===== config.mk =====
export PLATFORM = sky130hd
export DESIGN_NAME = amba_ahb_m2s3_bus
export DESIGN_NICKNAME = d
export VERILOG_FILES = /design/src/rtl/amba_ahb_m2s3_bus.sv
export SDC_FILE = /design/constraint.sdc
export NUM_CORES = 1
export LEC_CHECK = 0
export ABC_AREA = 1
export CORE_AREA = 2 2 171 173
export CTS_CLUSTER_SIZE = 14
export DETAILED_ROUTE_END_ITERATION = 8
export DIE_AREA = 0 0 173 175
export PLACE_DENSITY_LB_ADDON = 0.3
export SYNTH_ARGS = -nofsm -noshare
export SYNTH_HDL_FRONTEND = slang
export SYNTH_SLANG_ARGS = --single-unit
export TNS_END_PERCENT = 100

===== constraint.sdc =====
create_clock -name HCLK -period 3.25 [get_ports HCLK]
set_input_delay 0.8125 -clock HCLK [delete_from_list [all_inputs] [get_ports HCLK]]
set_output_delay 0.8125 -clock HCLK [all_outputs]
set_load 0.01 [all_outputs]

===== src/rtl/amba_ahb_m2s3_bus.sv =====
// rtl/amba_ahb_m2s3_bus.sv - AHB 2.0 interconnect: 2 masters, 3 slaves, arbiter, decoder, default slave
//
// Purpose:
//   Arbitrates two AHB masters onto a shared address/data bus, decodes the
//   address-phase address to one of three slave windows (or a built-in default
//   slave), and returns the data-phase slave's read data/response to the masters.
//   The arbiter also honours HLOCK, unfinished bursts and SPLIT masking.
//
// Ports:
//   HCLK, HRESETn                   clock; synchronous reset (HRESETn=1 resets)
//   Mx_HBUSREQ / Mx_HGRANT          master x request / grant (x = 0,1)
//   Mx_HADDR..Mx_HWRITE, Mx_HWDATA  master x address-phase control and write data
//   M_HRDATA, M_HRESP, M_HREADY     data-phase slave outputs broadcast to masters
//   S_HADDR..S_HPROT, S_HWDATA      muxed control / write data to the slaves
//   S_HREADY                        copy of M_HREADY for the slaves
//   S_HMASTER, S_HMASTLOCK          address-phase master index and lock
//   Sy_HSEL                         slave y select (y = 0..2)
//   Sy_HREADY, Sy_HRESP, Sy_HRDATA  slave y data-phase outputs
//   Sy_HSPLIT                       slave y un-split request (bit k = master k)
//   REMAP                           1 swaps the S0 and S1 decode windows

module amba_ahb_m2s3_bus #(
  parameter int          P_NUMM        = 2,
  parameter int          P_NUMS        = 3,
  parameter logic [31:0] P_HSEL0_START = 32'h0000_0000,
  parameter logic [31:0] P_HSEL0_SIZE  = 32'h0000_0400,
  parameter logic [31:0] P_HSEL1_START = 32'h0000_0400,
  parameter logic [31:0] P_HSEL1_SIZE  = 32'h0000_0400,
  parameter logic [31:0] P_HSEL2_START = 32'h0000_0800,
  parameter logic [31:0] P_HSEL2_SIZE  = 32'h0000_0400
) (
  input  logic        HCLK,
  input  logic        HRESETn,
  // master 0
  input  logic        M0_HBUSREQ,
  output logic        M0_HGRANT,
  input  logic [31:0] M0_HADDR,
  input  logic [1:0]  M0_HTRANS,
  input  logic [2:0]  M0_HSIZE,
  input  logic [2:0]  M0_HBURST,
  input  logic [3:0]  M0_HPROT,
  input  logic        M0_HLOCK,
  input  logic        M0_HWRITE,
  input  logic [31:0] M0_HWDATA,
  // master 1
  input  logic        M1_HBUSREQ,
  output logic        M1_HGRANT,
  input  logic [31:0] M1_HADDR,
  input  logic [1:0]  M1_HTRANS,
  input  logic [2:0]  M1_HSIZE,
  input  logic [2:0]  M1_HBURST,
  input  logic [3:0]  M1_HPROT,
  input  logic        M1_HLOCK,
  input  logic        M1_HWRITE,
  input  logic [31:0] M1_HWDATA,
  // shared master-side returns
  output logic [31:0] M_HRDATA,
  output logic [1:0]  M_HRESP,
  output logic        M_HREADY,
  // shared slave-side bus
  output logic [31:0] S_HADDR,
  output logic        S_HWRITE,
  output logic [1:0]  S_HTRANS,
  output logic [2:0]  S_HSIZE,
  output logic [2:0]  S_HBURST,
  output logic [3:0]  S_HPROT,
  output logic [31:0] S_HWDATA,
  output logic        S_HREADY,
  output logic [3:0]  S_HMASTER,
  output logic        S_HMASTLOCK,
  // slave 0
  output logic        S0_HSEL,
  input  logic        S0_HREADY,
  input  logic [1:0]  S0_HRESP,
  input  logic [31:0] S0_HRDATA,
  input  logic [15:0] S0_HSPLIT,
  // slave 1
  output logic        S1_HSEL,
  input  logic        S1_HREADY,
  input  logic [1:0]  S1_HRESP,
  input  logic [31:0] S1_HRDATA,
  input  logic [15:0] S1_HSPLIT,
  // slave 2
  output logic        S2_HSEL,
  input  logic        S2_HREADY,
  input  logic [1:0]  S2_HRESP,
  input  logic [31:0] S2_HRDATA,
  input  logic [15:0] S2_HSPLIT,
  input  logic        REMAP
);

  localparam logic [1:0] RESP_OKAY  = 2'b00;
  localparam logic [1:0] RESP_ERROR = 2'b01;
  localparam logic [1:0] RESP_SPLIT = 2'b11;
  localparam logic [1:0] SLV_DEF    = 2'd3;

  // Default slave: OKAY when idle, otherwise a two-cycle ERROR (wait, then done)
  typedef enum logic [1:0] {
    DEF_OKAY = 2'd0,
    DEF_ERR1 = 2'd1,
    DEF_ERR2 = 2'd2
  } def_state_t;

  def_state_t          def_state;
  logic                grant_idx;    // currently granted master
  logic                hmaster_idx;  // address-phase master
  logic                hmastlock_q;
  logic                dp_master;    // data-phase master
  logic [1:0]          dp_slave;     // data-phase slave, SLV_DEF = default slave
  logic [P_NUMM-1:0]   split_mask;

  logic                am_hlock;
  logic                arb_hold;
  logic [P_NUMM-1:0]   m_ok;
  logic                arb_next;
  logic [2:0]          hit;
  logic [2:0]          hsel;
  logic [1:0]          target;
  logic [P_NUMM-1:0]   split_set;
  logic [P_NUMM-1:0]   split_clr;
  logic [31:0]         win0_start, win0_size, win1_start, win1_size;
  logic                unused_hsplit;

  // 33-bit arithmetic so a window ending at 4 GiB cannot wrap
  function automatic logic in_win(input logic [31:0] a, input logic [31:0] base,
                                  input logic [31:0] size);
    logic [32:0] lo;
    logic [32:0] hi;
    lo = {1'b0, base};
    hi = lo + {1'b0, size};
    return ({1'b0, a} >= lo) && ({1'b0, a} < hi);
  endfunction

  // Address-phase mux, selected by the registered address-phase master
  assign S_HADDR     = hmaster_idx ? M1_HADDR  : M0_HADDR;
  assign S_HWRITE    = hmaster_idx ? M1_HWRITE : M0_HWRITE;
  assign S_HTRANS    = hmaster_idx ? M1_HTRANS : M0_HTRANS;
  assign S_HSIZE     = hmaster_idx ? M1_HSIZE  : M0_HSIZE;
  assign S_HBURST    = hmaster_idx ? M1_HBURST : M0_HBURST;
  assign S_HPROT     = hmaster_idx ? M1_HPROT  : M0_HPROT;
  assign am_hlock    = hmaster_idx ? M1_HLOCK  : M0_HLOCK;
  assign S_HMASTER   = {3'b000, hmaster_idx};
  assign S_HMASTLOCK = hmastlock_q;

  // Write data follows the master that owns the data phase
  assign S_HWDATA    = dp_master ? M1_HWDATA : M0_HWDATA;

  assign M0_HGRANT   = ~grant_idx;
  assign M1_HGRANT   = grant_idx;

  // Decoder; REMAP exchanges the S0 and S1 windows
  assign win0_start = REMAP ? P_HSEL1_START : P_HSEL0_START;
  assign win0_size  = REMAP ? P_HSEL1_SIZE  : P_HSEL0_SIZE;
  assign win1_start = REMAP ? P_HSEL0_START : P_HSEL1_START;
  assign win1_size  = REMAP ? P_HSEL0_SIZE  : P_HSEL1_SIZE;

  assign hit[0] = (P_NUMS > 0) && in_win(S_HADDR, win0_start, win0_size);
  assign hit[1] = (P_NUMS > 1) && in_win(S_HADDR, win1_start, win1_size);
  assign hit[2] = (P_NUMS > 2) && in_win(S_HADDR, P_HSEL2_START, P_HSEL2_SIZE);

  // Priority keeps the selects one-hot even if windows were set to overlap
  assign hsel[0] = hit[0];
  assign hsel[1] = hit[1] & ~hit[0];
  assign hsel[2] = hit[2] & ~hit[1] & ~hit[0];
  assign S0_HSEL = hsel[0];
  assign S1_HSEL = hsel[1];
  assign S2_HSEL = hsel[2];

  always_comb begin
    target = SLV_DEF;
    if (hsel[0])      target = 2'd0;
    else if (hsel[1]) target = 2'd1;
    else if (hsel[2]) target = 2'd2;
  end

  // Data-phase response mux
  always_comb begin
    M_HREADY = 1'b1;
    M_HRESP  = RESP_OKAY;
    M_HRDATA = 32'h0;
    case (dp_slave)
      2'd0: begin M_HREADY = S0_HREADY; M_HRESP = S0_HRESP; M_HRDATA = S0_HRDATA; end
      2'd1: begin M_HREADY = S1_HREADY; M_HRESP = S1_HRESP; M_HRDATA = S1_HRDATA; end
      2'd2: begin M_HREADY = S2_HREADY; M_HRESP = S2_HRESP; M_HRDATA = S2_HRDATA; end
      default: begin
        M_HREADY = (def_state != DEF_ERR1);
        M_HRESP  = (def_state == DEF_OKAY) ? RESP_OKAY : RESP_ERROR;
        M_HRDATA = 32'h0;
      end
    endcase
  end
  assign S_HREADY = M_HREADY;

  // Arbitration: M0 has priority; masked (split) masters are ineligible, and
  // with no eligible requester the bus parks on M0.
  assign m_ok[0]  = M0_HBUSREQ & ~split_mask[0];
  assign m_ok[1]  = M1_HBUSREQ & ~split_mask[1];
  assign arb_next = ~m_ok[0] & m_ok[1];
  // A locked transfer or a burst in progress (BUSY/SEQ both have HTRANS[0]=1) keeps the bus
  assign arb_hold = am_hlock | S_HTRANS[0];

  // SPLIT completing marks the data-phase master; any slave's HSPLIT releases it
  always_comb begin
    split_set = '0;
    if (M_HREADY && (M_HRESP == RESP_SPLIT)) split_set[dp_master] = 1'b1;
  end
  assign split_clr = ((P_NUMS > 0) ? S0_HSPLIT[P_NUMM-1:0] : '0)
                   | ((P_NUMS > 1) ? S1_HSPLIT[P_NUMM-1:0] : '0)
                   | ((P_NUMS > 2) ? S2_HSPLIT[P_NUMM-1:0] : '0);
  assign unused_hsplit = ^{S0_HSPLIT[15:P_NUMM], S1_HSPLIT[15:P_NUMM], S2_HSPLIT[15:P_NUMM]};

  always_ff @(posedge HCLK) begin
    if (HRESETn) begin
      grant_idx   <= 1'b0;
      hmaster_idx <= 1'b0;
      hmastlock_q <= 1'b0;
      dp_master   <= 1'b0;
      dp_slave    <= SLV_DEF;
      split_mask  <= '0;
      def_state   <= DEF_OKAY;
    end else begin
      // set after clear so a same-cycle SPLIT wins over HSPLIT
      split_mask <= (split_mask & ~split_clr) | split_set;
      if (M_HREADY) begin
        if (!arb_hold) grant_idx <= arb_next;
        hmaster_idx <= grant_idx;
        hmastlock_q <= grant_idx ? M1_HLOCK : M0_HLOCK;
        dp_master   <= hmaster_idx;
        dp_slave    <= target;
        def_state   <= ((target == SLV_DEF) && S_HTRANS[1]) ? DEF_ERR1 : DEF_OKAY;
      end else if (def_state == DEF_ERR1) begin
        def_state <= DEF_ERR2;
      end
    end
  end

endmodule


# Word-level counts from Yosys, hierarchy flattened
# Index checks and enable logic that the tools add are counted.
# Widths: inputs -> output; s select.
[classes]
add_sub_neg = 2
order_cmp = 8
n_eq_ne = 6
mux = 24
bitwise = 19
reduce_logical = 10
[ops]
columns = ["cell", "n"]
rows = [
  ["$pmux 32 s3", 1],
  ["$ge 32x11->1", 2],
  ["$lt 32x12->1", 2],
  ["$mux 32", 2],
  ["$ge 32x12->1 const B", 1],
  ["$lt 32x12->1 const B", 1],
  ["$add 11x11->12 const B", 2],
  ["$mux 11", 2],
  ["$mux 2", 6],
  ["$mux 1", 7],
  ["$not 1->1", 7],
  ["$and 1x1->1", 6],
  ["$eq 2x2->1 const B", 3],
  ["$logic_and 1x1->1", 6],
  ["$mux 3", 2],
  ["$or 2x2->2", 3],
  ["$pmux 2 s3", 1],
  ["$eq 2x1->1 const B", 2],
  ["$logic_not 2->1", 2],
  ["$mux 4", 1],
  ["$pmux 1 s3", 1],
  ["$and 2x2->2", 1],
  ["$lt 1x2->1 const B", 1],
  ["$ne 2x1->1 const B", 1],
  ["6 further kinds", 6],
]
[totals]
register_bits = 10

# Logic depth before layout (Yosys ltp)
# Gate-level depths: netlist (run 1).
[logic_depth]
ltp_word = 14
depth_mapped = 17
depth_no_buf = 15

# Worst setup path after synthesis (run 1)
# No wires, ideal clock.
[synth_timing]
kind = "input to output"
startpoint = "input port M1_HADDR[10]"
endpoint = "output port S2_HSEL"
arrival_ns = 2.069
t_required_ns = 2.438
path_slack_ns = 0.369
path_stages = 12
path_buffers = 0
cell_sequence = "or2_1 -> o21ai_0 -> ha_1 -> nand3_1 -> nor2_1 -> nand2_1 -> nor2_1 -> nand2_1 -> nand2_1 -> nand2_2 -> nand2_2 -> nor2_1"
[synth_between]
elab_chain_len = 6
word_cells_on_any_way = 14
classes_between = "order compare: 6; mux: 1; bitwise: 4; reduce/logical: 3"
[synth_rtl]
columns = ["element", "line", "rtl"]
rows = [
  ["start, declared", "48", "input logic [31:0] M1_HADDR,"],
  ["$mux 32 (*)", "135", "assign S_HADDR = hmaster_idx ? M1_HADDR : M0_HADDR;"],
  ["$ge 32x11->1 or $lt 32x12->1 (tied branches)", "131", "return ({1'b0, a} >= lo) && ({1'b0, a} < hi);"],
  ["$logic_and 1x1->1", "131", ""],
  ["$not 1->1", "164", "assign hsel[2] = hit[2] & ~hit[1] & ~hit[0];"],
  ["$and 1x1->1", "164", ""],
  ["$and 1x1->1 (*)", "164", ""],
  ["end, declared", "84", "output logic S2_HSEL,"],
]
# Every way passes the cells marked *; elsewhere a longest branch is shown, timed or not.

# Worst setup path in the final report (run 1)
[layout_timing]
startpoint = "input port M1_HADDR[10]"
endpoint = "output port S1_HSEL"
[layout_between]
elab_chain_len = 5
word_cells_on_any_way = 9
classes_between = "order compare: 4; mux: 1; bitwise: 2; reduce/logical: 2"
[layout_rtl]
columns = ["element", "line", "rtl"]
rows = [
  ["$mux 32 (*)", "135", ""],
  ["$ge 32x11->1 or $lt 32x12->1 (tied branches)", "131", ""],
  ["$logic_and 1x1->1", "131", ""],
  ["$not 1->1", "163", "assign hsel[1] = hit[1] & ~hit[0];"],
  ["$and 1x1->1 (*)", "163", ""],
  ["end, declared", "78", "output logic S1_HSEL,"],
]
# Marks and branches as above.

==> results of run 1 <==
cell type report:
type / count / area (µm²)
fill: 3178 / 20410
sequential: 10 / 203.9
timing repair buffer: 451 / 4474
clock buffer: 4 / 88.84
tap: 384 / 480.5
inverter: 80 / 311.5
multi-input combinational: 527 / 2425
worst register-to-register path, delay by kind of cell, from the launching register on:
kind / cells / cell delay [ps]
DFF: 1 / 450
AOI/OAI and AO/OA: 3 / 440
buffers and inverters: 4 / 440
and+or+nand+nor: 6 / 660
adders and majority gates: 1 / 200
per-layer routing:
layer  vias to the layer above  global-route usage
met2                       242              0.2003
met4                         0             0.02119
met1                      2300              0.1408
li1                       2815                   -
met3                        23             0.03655
met5                         -                   0
repair_timing:
| action | in CTS | in global routing |
|---|---|---|
| cloned | 0 | 0 |
| gates resized for setup | 29 | 88 |
| setup buffers | 4 | 4 |
| endpoints found under the setup margin | 3 | 6 |
| pin swaps | 14 | 40 |
worst max-delay path by stage:
stage / end / slack [ps] / depth (start not counted)
2_1_floorplan: S2_HSEL / 370 / 12
3_3_place_gp: S1_HSEL / -780 / 14
3_5_place_dp: S1_HSEL / -770 / 14
4_1_cts: S1_HSEL / 0.9 / 11
5_1_grt: S1_HSEL / -40 / 13
6_report: S1_HSEL / 80 / 13
flip-flops by register name (all words and copies together), names as in the netlist:
| register | count |
|---|---|
| def_state | 2 |
| dp_master | 1 |
| split_mask | 2 |
| dp_slave | 2 |
| hmaster_idx | 1 |
| M1_HGRANT | 1 |
| S_HMASTLOCK | 1 |
cell families (layout without fill, tap and decap cells):
logic type / Yosys count / after routing / synth area share
AOI/OAI and AO/OA: 41 / 41 / 0.07738
adders and majority gates: 4 / 4 / 0.01691
buffers and inverters: 120 / 535 / 0.1827
DFF: 10 / 10 / 0.06765
other: 1 / 3 / 0.001267
and+or+nand+nor: 479 / 479 / 0.6541
power by group:
group,internal [µW],switching [µW]
logic,1670,1540
registers,163,71.3
clock network,185,60.3
stage by stage:
stage	power, µW	cell area, µm²	util
after floorplan	1576	2967	-
after global placement	3373	7557	0.2662
after detailed placement	3363	7557	0.2662
after CTS	3658	7725	0.2721
after global routing	4009	7984	0.2812
final	3688	7984	0.2812
cells in the final DEF (no fill, tap or decap), types with 2 or more instances in the layout:
cell type,count
buf_12,3
buf_6,7
dfxtp_1,9
nand3_2,3
ha_1,2
clkdlybuf4s50_1,362
a21oi_1,11
nand2_4,2
o21ai_2,9
o21ai_0,12
inv_1,69
buf_4,54
o21ai_1,3
nor2_4,4
a22oi_1,2
nor2_1,25
nor3_1,4
nand2_2,32
nor2_2,11
clkbuf_16,3
nand4_1,2
nand3_1,64
conb_1,3
dlymetal6s2s_1,23
nand2_1,329
inv_2,9
==> results by group, run 1 <==
Synth
  – Fraction of registers with async set/reset: 0
  – Cell taking the most area after synthesis: nand2_1
  – Synth Register Bits: 10
  – Syn Area/Cell: 4.518 µm²
  – Synth warnings: 0
  – Number of enable flip-flop cells after synthesis: 0
  – Seq/Total Area, Yosys: 0.06765
  – Largest cells by area after synthesis: nand2_1, nand3_1, inv_1, dfxtp_1, nor2_1
  – Most frequent cell after synthesis: nand2_1
  – Post-synth top cells: nand2_1, inv_1, nand3_1, nor2_1, clkbuf_1
  – Post-Syn Area: 0.002959 mm²
  – Synth Instances: 655
  – Post-synth cell types: 32
  – Top FF cell, synth: dfxtp_1
  – Top-area cell type share of the netlist area: 0.4541

Worst hold path
  – WHS Path Cells: 2
  – Hold EP: split_mask[1]
  – Min-delay src: split_mask[1]
  – Worst hold-check path type: flop to flop

Cells and area
  – Layout area overhead: 169.8%
  – Final net count: 1391
  – Layout cell share with drive strength beyond 1: 0.1353
  – # diodes: 0
  – Final Non-Filler Cells: 1456

Placement
  – IO Port Bufs: 391
  – Dpl ws: -771.8 ps
  – Gp weighted congestion: 0.8129
  – Placed cell count: 1444
  – HPWL Detailed: 16010 µm

Worst setup path
  – Reg2Reg Launch Point: hmaster_idx
  – CP Capture Type: primary output
  – CP max stage cell: or2_1
  – R2R setup slack: 950 ps
  – Crit path max-delay family: simple AND/OR/NAND/NOR gates
  – Critical path buffers and inverters: 5
  – Worst reg2reg path endpoint: dp_slave[0]
  – Worst path max stage delay: 240 ps
  – Crit path max fanout: 2
  – R2R cell count: 14
  – WP data arrival: 2360 ps
  – CP Data Required Time: 2440 ps
  – Crit Path Class: input pin to primary output
  – Worst path cell trace: buf_6 -> or2_1 -> o21ai_2 -> buf_4 -> ha_2 -> nand3_1 -> nor2_1 -> nand2_2 -> nand3b_4 -> inv_2 -> nor2_1 -> buf_4 -> buf_6
  – CP Launch Point: M1_HADDR[10]
  – Worst setup SP type: input pin

Global routing
  – First-pass GRT wire length: 28210 µm
  – Largest net degree at the start of global routing: 39
  – Vias in the first global route: 5210
  – Grt ovf: 0
  – Initial antenna violation count: 2
  – GRT Util Overall: 0.1155

Drt
  – Vias/cell: 3.695
  – Top layer in use: met4
  – DR vias: 5380
  – Wire length on met2: 8872 µm
  – Avg WL per Cell: 12.94 µm
  – Met1 wire length: 7971 µm
  – Drt total wl: 18840 µm
  – Residual DRC: 0
  – Post-DRT Antenna Nets: 0
  – Met3 Wirelength: 1696 µm
  – DRT iter0 DRCs: 218
  – DRT Pass-1 Iters: 4

STA
  – Hold Violations, Final: 0
  – Max Clk Rate: 0.3153 GHz
  – Clock skew: 0.9029 ps
  – Worst-Margin Slew: 614.4 ps
  – # setup viols final: 0
  – RSZ-0062 raised after global routing: true
  – Fin Hold WS: 469.5 ps
  – Setup TNS: 0 ps
  – Final min period: 3171 ps
  – Setup slack after layout: 78.62 ps
  – Max-slew violation count: 0
  – Worst relative slew slack: 0.5895
  – Fin crit share: 0.9758

Power
  – Cell Pwr Density: 461.9 mW/mm²
  – VDD IR max: 0.0002311 V
  – Leak: 0.003797 µW

Clock tree
  – Total CTS buffers: 3
  – CTS max path bufs: 2
  – Hold_buf cts: 0
  – Clk sinks: 10
  – CTS tree: built
  – Clock Latency Late Sink: 240 ps
  – Root buffer cell: clkbuf_16
  – H-tree levels: 1
  – Clk slew on worst S/H paths: 40 ps

Floorplanning
  – Die area: 0.03028 mm²
  – Initial Util: 0.1042
  – CORE AREA: 0.02839 mm²
  – Site Rows: 62
  – Die H: 175 µm
  – I/O pin cnt: 437
  – DIE WIDTH: 173 µm

Flow run
  – Max-cap violations: 0

Outcome
  – Status: finished clean
No activity file was read; power rests on OpenSTA's default activity.
==> run 2, diff against run 1 <==
- SETUP_SLACK_MARGIN: unset -> 0.1
==> run 2 against run 1 <==
Against the previous run: first-iteration DRC count increased by 7.8%; combinational power barely moved; cell area increased by 0.64%; global-route usage is 0.18 points higher; largest power group unchanged; register-to-register slack worse by 490 ps; hold slack is essentially flat; flip-flop and latch count stayed put.
==> results by group, run 2 (synthesis gave the netlist of run 1 again) <==
Clock tree
  – Clk sinks: 10
  – CTS max path bufs: 2
  – Clk slew on worst S/H paths: 40 ps
  – Clock Latency Late Sink: 240 ps
  – Root buffer cell: clkbuf_16
  – H-tree levels: 1
  – CTS tree: built
  – Total CTS buffers: 3
  – Hold_buf cts: 0

Worst setup path
  – Crit Path Class: input pin to primary output
  – Worst setup SP type: input pin
  – WP data arrival: 2320 ps
  – CP Data Required Time: 2440 ps
  – Worst path cell trace: buf_6 -> or2_4 -> o21ai_4 -> buf_4 -> ha_4 -> nand3_1 -> nor2_2 -> nand2_2 -> nand3b_4 -> inv_2 -> nor2_1 -> buf_4 -> buf_6
  – Critical path buffers and inverters: 5
  – CP max stage cell: or2_4
  – Crit path max-delay family: simple AND/OR/NAND/NOR gates
  – Crit path max fanout: 2
  – Worst path max stage delay: 250 ps
  – CP Capture Type: primary output

STA
  – Fin crit share: 0.9631
  – Setup slack after layout: 119.8 ps
  – Max-slew violation count: 0
  – # setup viols final: 0
  – Final min period: 3130 ps
  – Hold Violations, Final: 0
  – Max Clk Rate: 0.3195 GHz
  – RSZ-0062 raised after global routing: true
  – Worst-Margin Slew: 609.2 ps
  – Worst relative slew slack: 0.5930
  – Clock skew: 0.4978 ps

Placement
  – HPWL Detailed: 16010 µm
  – Post-DP Area: 0.007557 mm²
  – Gp weighted congestion: 0.8129
  – Dpl ws: -771.8 ps
  – IO Port Bufs: 391

Cells and area
  – Commonest non-fill, non-tap cell in the layout: nand2_1
  – Final net count: 1403
  – Top Registers: def_state (2), dp_slave (2), split_mask (2)
  – # diodes: 0
  – Layout area overhead: 171.5%
  – Final instance area: 0.008035 mm²
  – Post-route core utilization: 0.2830
  – Layout cell share with drive strength beyond 1: 0.1467
  – Fill count: 3179
  – Commonest cells after routing, fill and taps aside: nand2_1, clkdlybuf4s50_1, inv_1

Global routing
  – Vias in the first global route: 5306
  – Grt ovf: 0
  – GRT Util Overall: 0.1173
  – Initial antenna violation count: 2
  – First-pass GRT wire length: 28590 µm
  – Largest net degree at the start of global routing: 39

Flow run
  – Max-cap violations: 0

Power
  – VDD IR max: 0.0002316 V
  – Clock Power Share: 0.066
  – Sw Share: 0.4551
  – Psw: 1684 µW
  – Cell Pwr Density: 460.5 mW/mm²
  – Leak: 0.003845 µW
  – Internal power: 2016 µW
  – Seq pwr share: 0.064
  – Power share of the combinational group: 0.870
  – Design Power: 3700 µW

Outcome
  – Status: finished clean

Drt
  – Drt total wl: 19010 µm
  – Avg WL per Cell: 12.95 µm
  – Post-DRT Antenna Nets: 0
  – DRT iter0 DRCs: 235
  – Vias/cell: 3.722
  – Residual DRC: 0
  – DRT Pass-1 Iters: 4
  – DR vias: 5464

Floorplanning
  – DIE WIDTH: 173 µm
  – CORE AREA: 0.02839 mm²
  – Site Rows: 62
  – Initial Util: 0.1042
  – Die area: 0.03028 mm²
  – Die H: 175 µm
  – I/O pin cnt: 437

Worst hold path
  – Worst hold-check path type: flop to flop
[run 2: cell types whose count changed in the layout (fill, tap and decap cells not counted), moves of 2 or more]
| cell | change |
|---|---|
| buf_4 | +12 |
| clkdlybuf4s50_1 | -33 |
| dlygate4sd2_1 | +39 |
| dlymetal6s2s_1 | -7 |
| ha_4 | +2 |
| nand2_1 | +3 |
| nand2_2 | -3 |
| nor2_1 | -3 |
| nor2_2 | +3 |
| o21ai_1 | +2 |
| o21ai_2 | -2 |
[run 2: what timing repair did]
| action | 4_1_cts | 5_1_grt |
|---|---|---|
| pin swaps | 57 | 41 |
| endpoints found under the setup margin | 6 | 30 |
| gates resized for setup | 103 | 53 |
| setup buffers | 15 | 5 |
[run 2: final timing paths]
| path | start | end | slack, ps | depth (start not counted) |
|---|---|---|---|---|
| setup / recovery | M1_HADDR[10] | S1_HSEL | 120 | 13 |
| hold / removal | split_mask[1] | split_mask[1] | 470 | 2 |
| setup reg to reg | hmaster_idx | dp_slave[0] | 460 | 19 |
| hold reg to reg | split_mask[1] | split_mask[1] | 470 | 2 |
[run 2: metrics by stage]
| step | hold WS [ps] | instances | setup TNS, ps |
|---|---|---|---|
| 2_1_floorplan | 443.0 | 657 | 0 |
| 3_3_place_gp | 456.3 | 1444 | -1704 |
| 3_5_place_dp | 468.9 | 1444 | -1681 |
| 4_1_cts | 474.8 | 1463 | 0 |
| 5_1_grt | 485.6 | 1468 | 0 |
| 6_report | 469.1 | 1468 | 0 |
[run 2: tightest hold or removal path, cell delays in order (launching register included)]
cell and delay (ps):
dfxtp_1 300, nand2_1 60, a21oi_1 50
[run 2: area by class of cell]
type | instances | area [µm²] | share of cell area
timing repair buffer | 463 | 4493 | 0.5592
multi-input combinational | 527 | 2457 | 0.3058
tap | 384 | 480.5 | 0.05979
inverter | 80 | 311.5 | 0.03877
sequential | 10 | 203.9 | 0.02538
clock buffer | 4 | 88.84 | 0.01106
[run 2: routing by layer]
layer	up-vias	share of wire	global-route usage
li1	2839	-	-
met3	23	0.089	0.03655
met2	244	0.47	0.2060
met4	0	0.016	0.02119
met5	-	0	0
met1	2358	0.42	0.1416
[run 2: power groups by stage]
stage | clock network [µW] | registers, µW | logic [µW]
global route | 258 | 247 | 3520
CTS | 252 | 233 | 3210
detailed placement | 0 | 234 | 3130
floorplan | 0 | 193 | 1380
global placement | 0 | 234 | 3140
finish | 245 | 236 | 3220
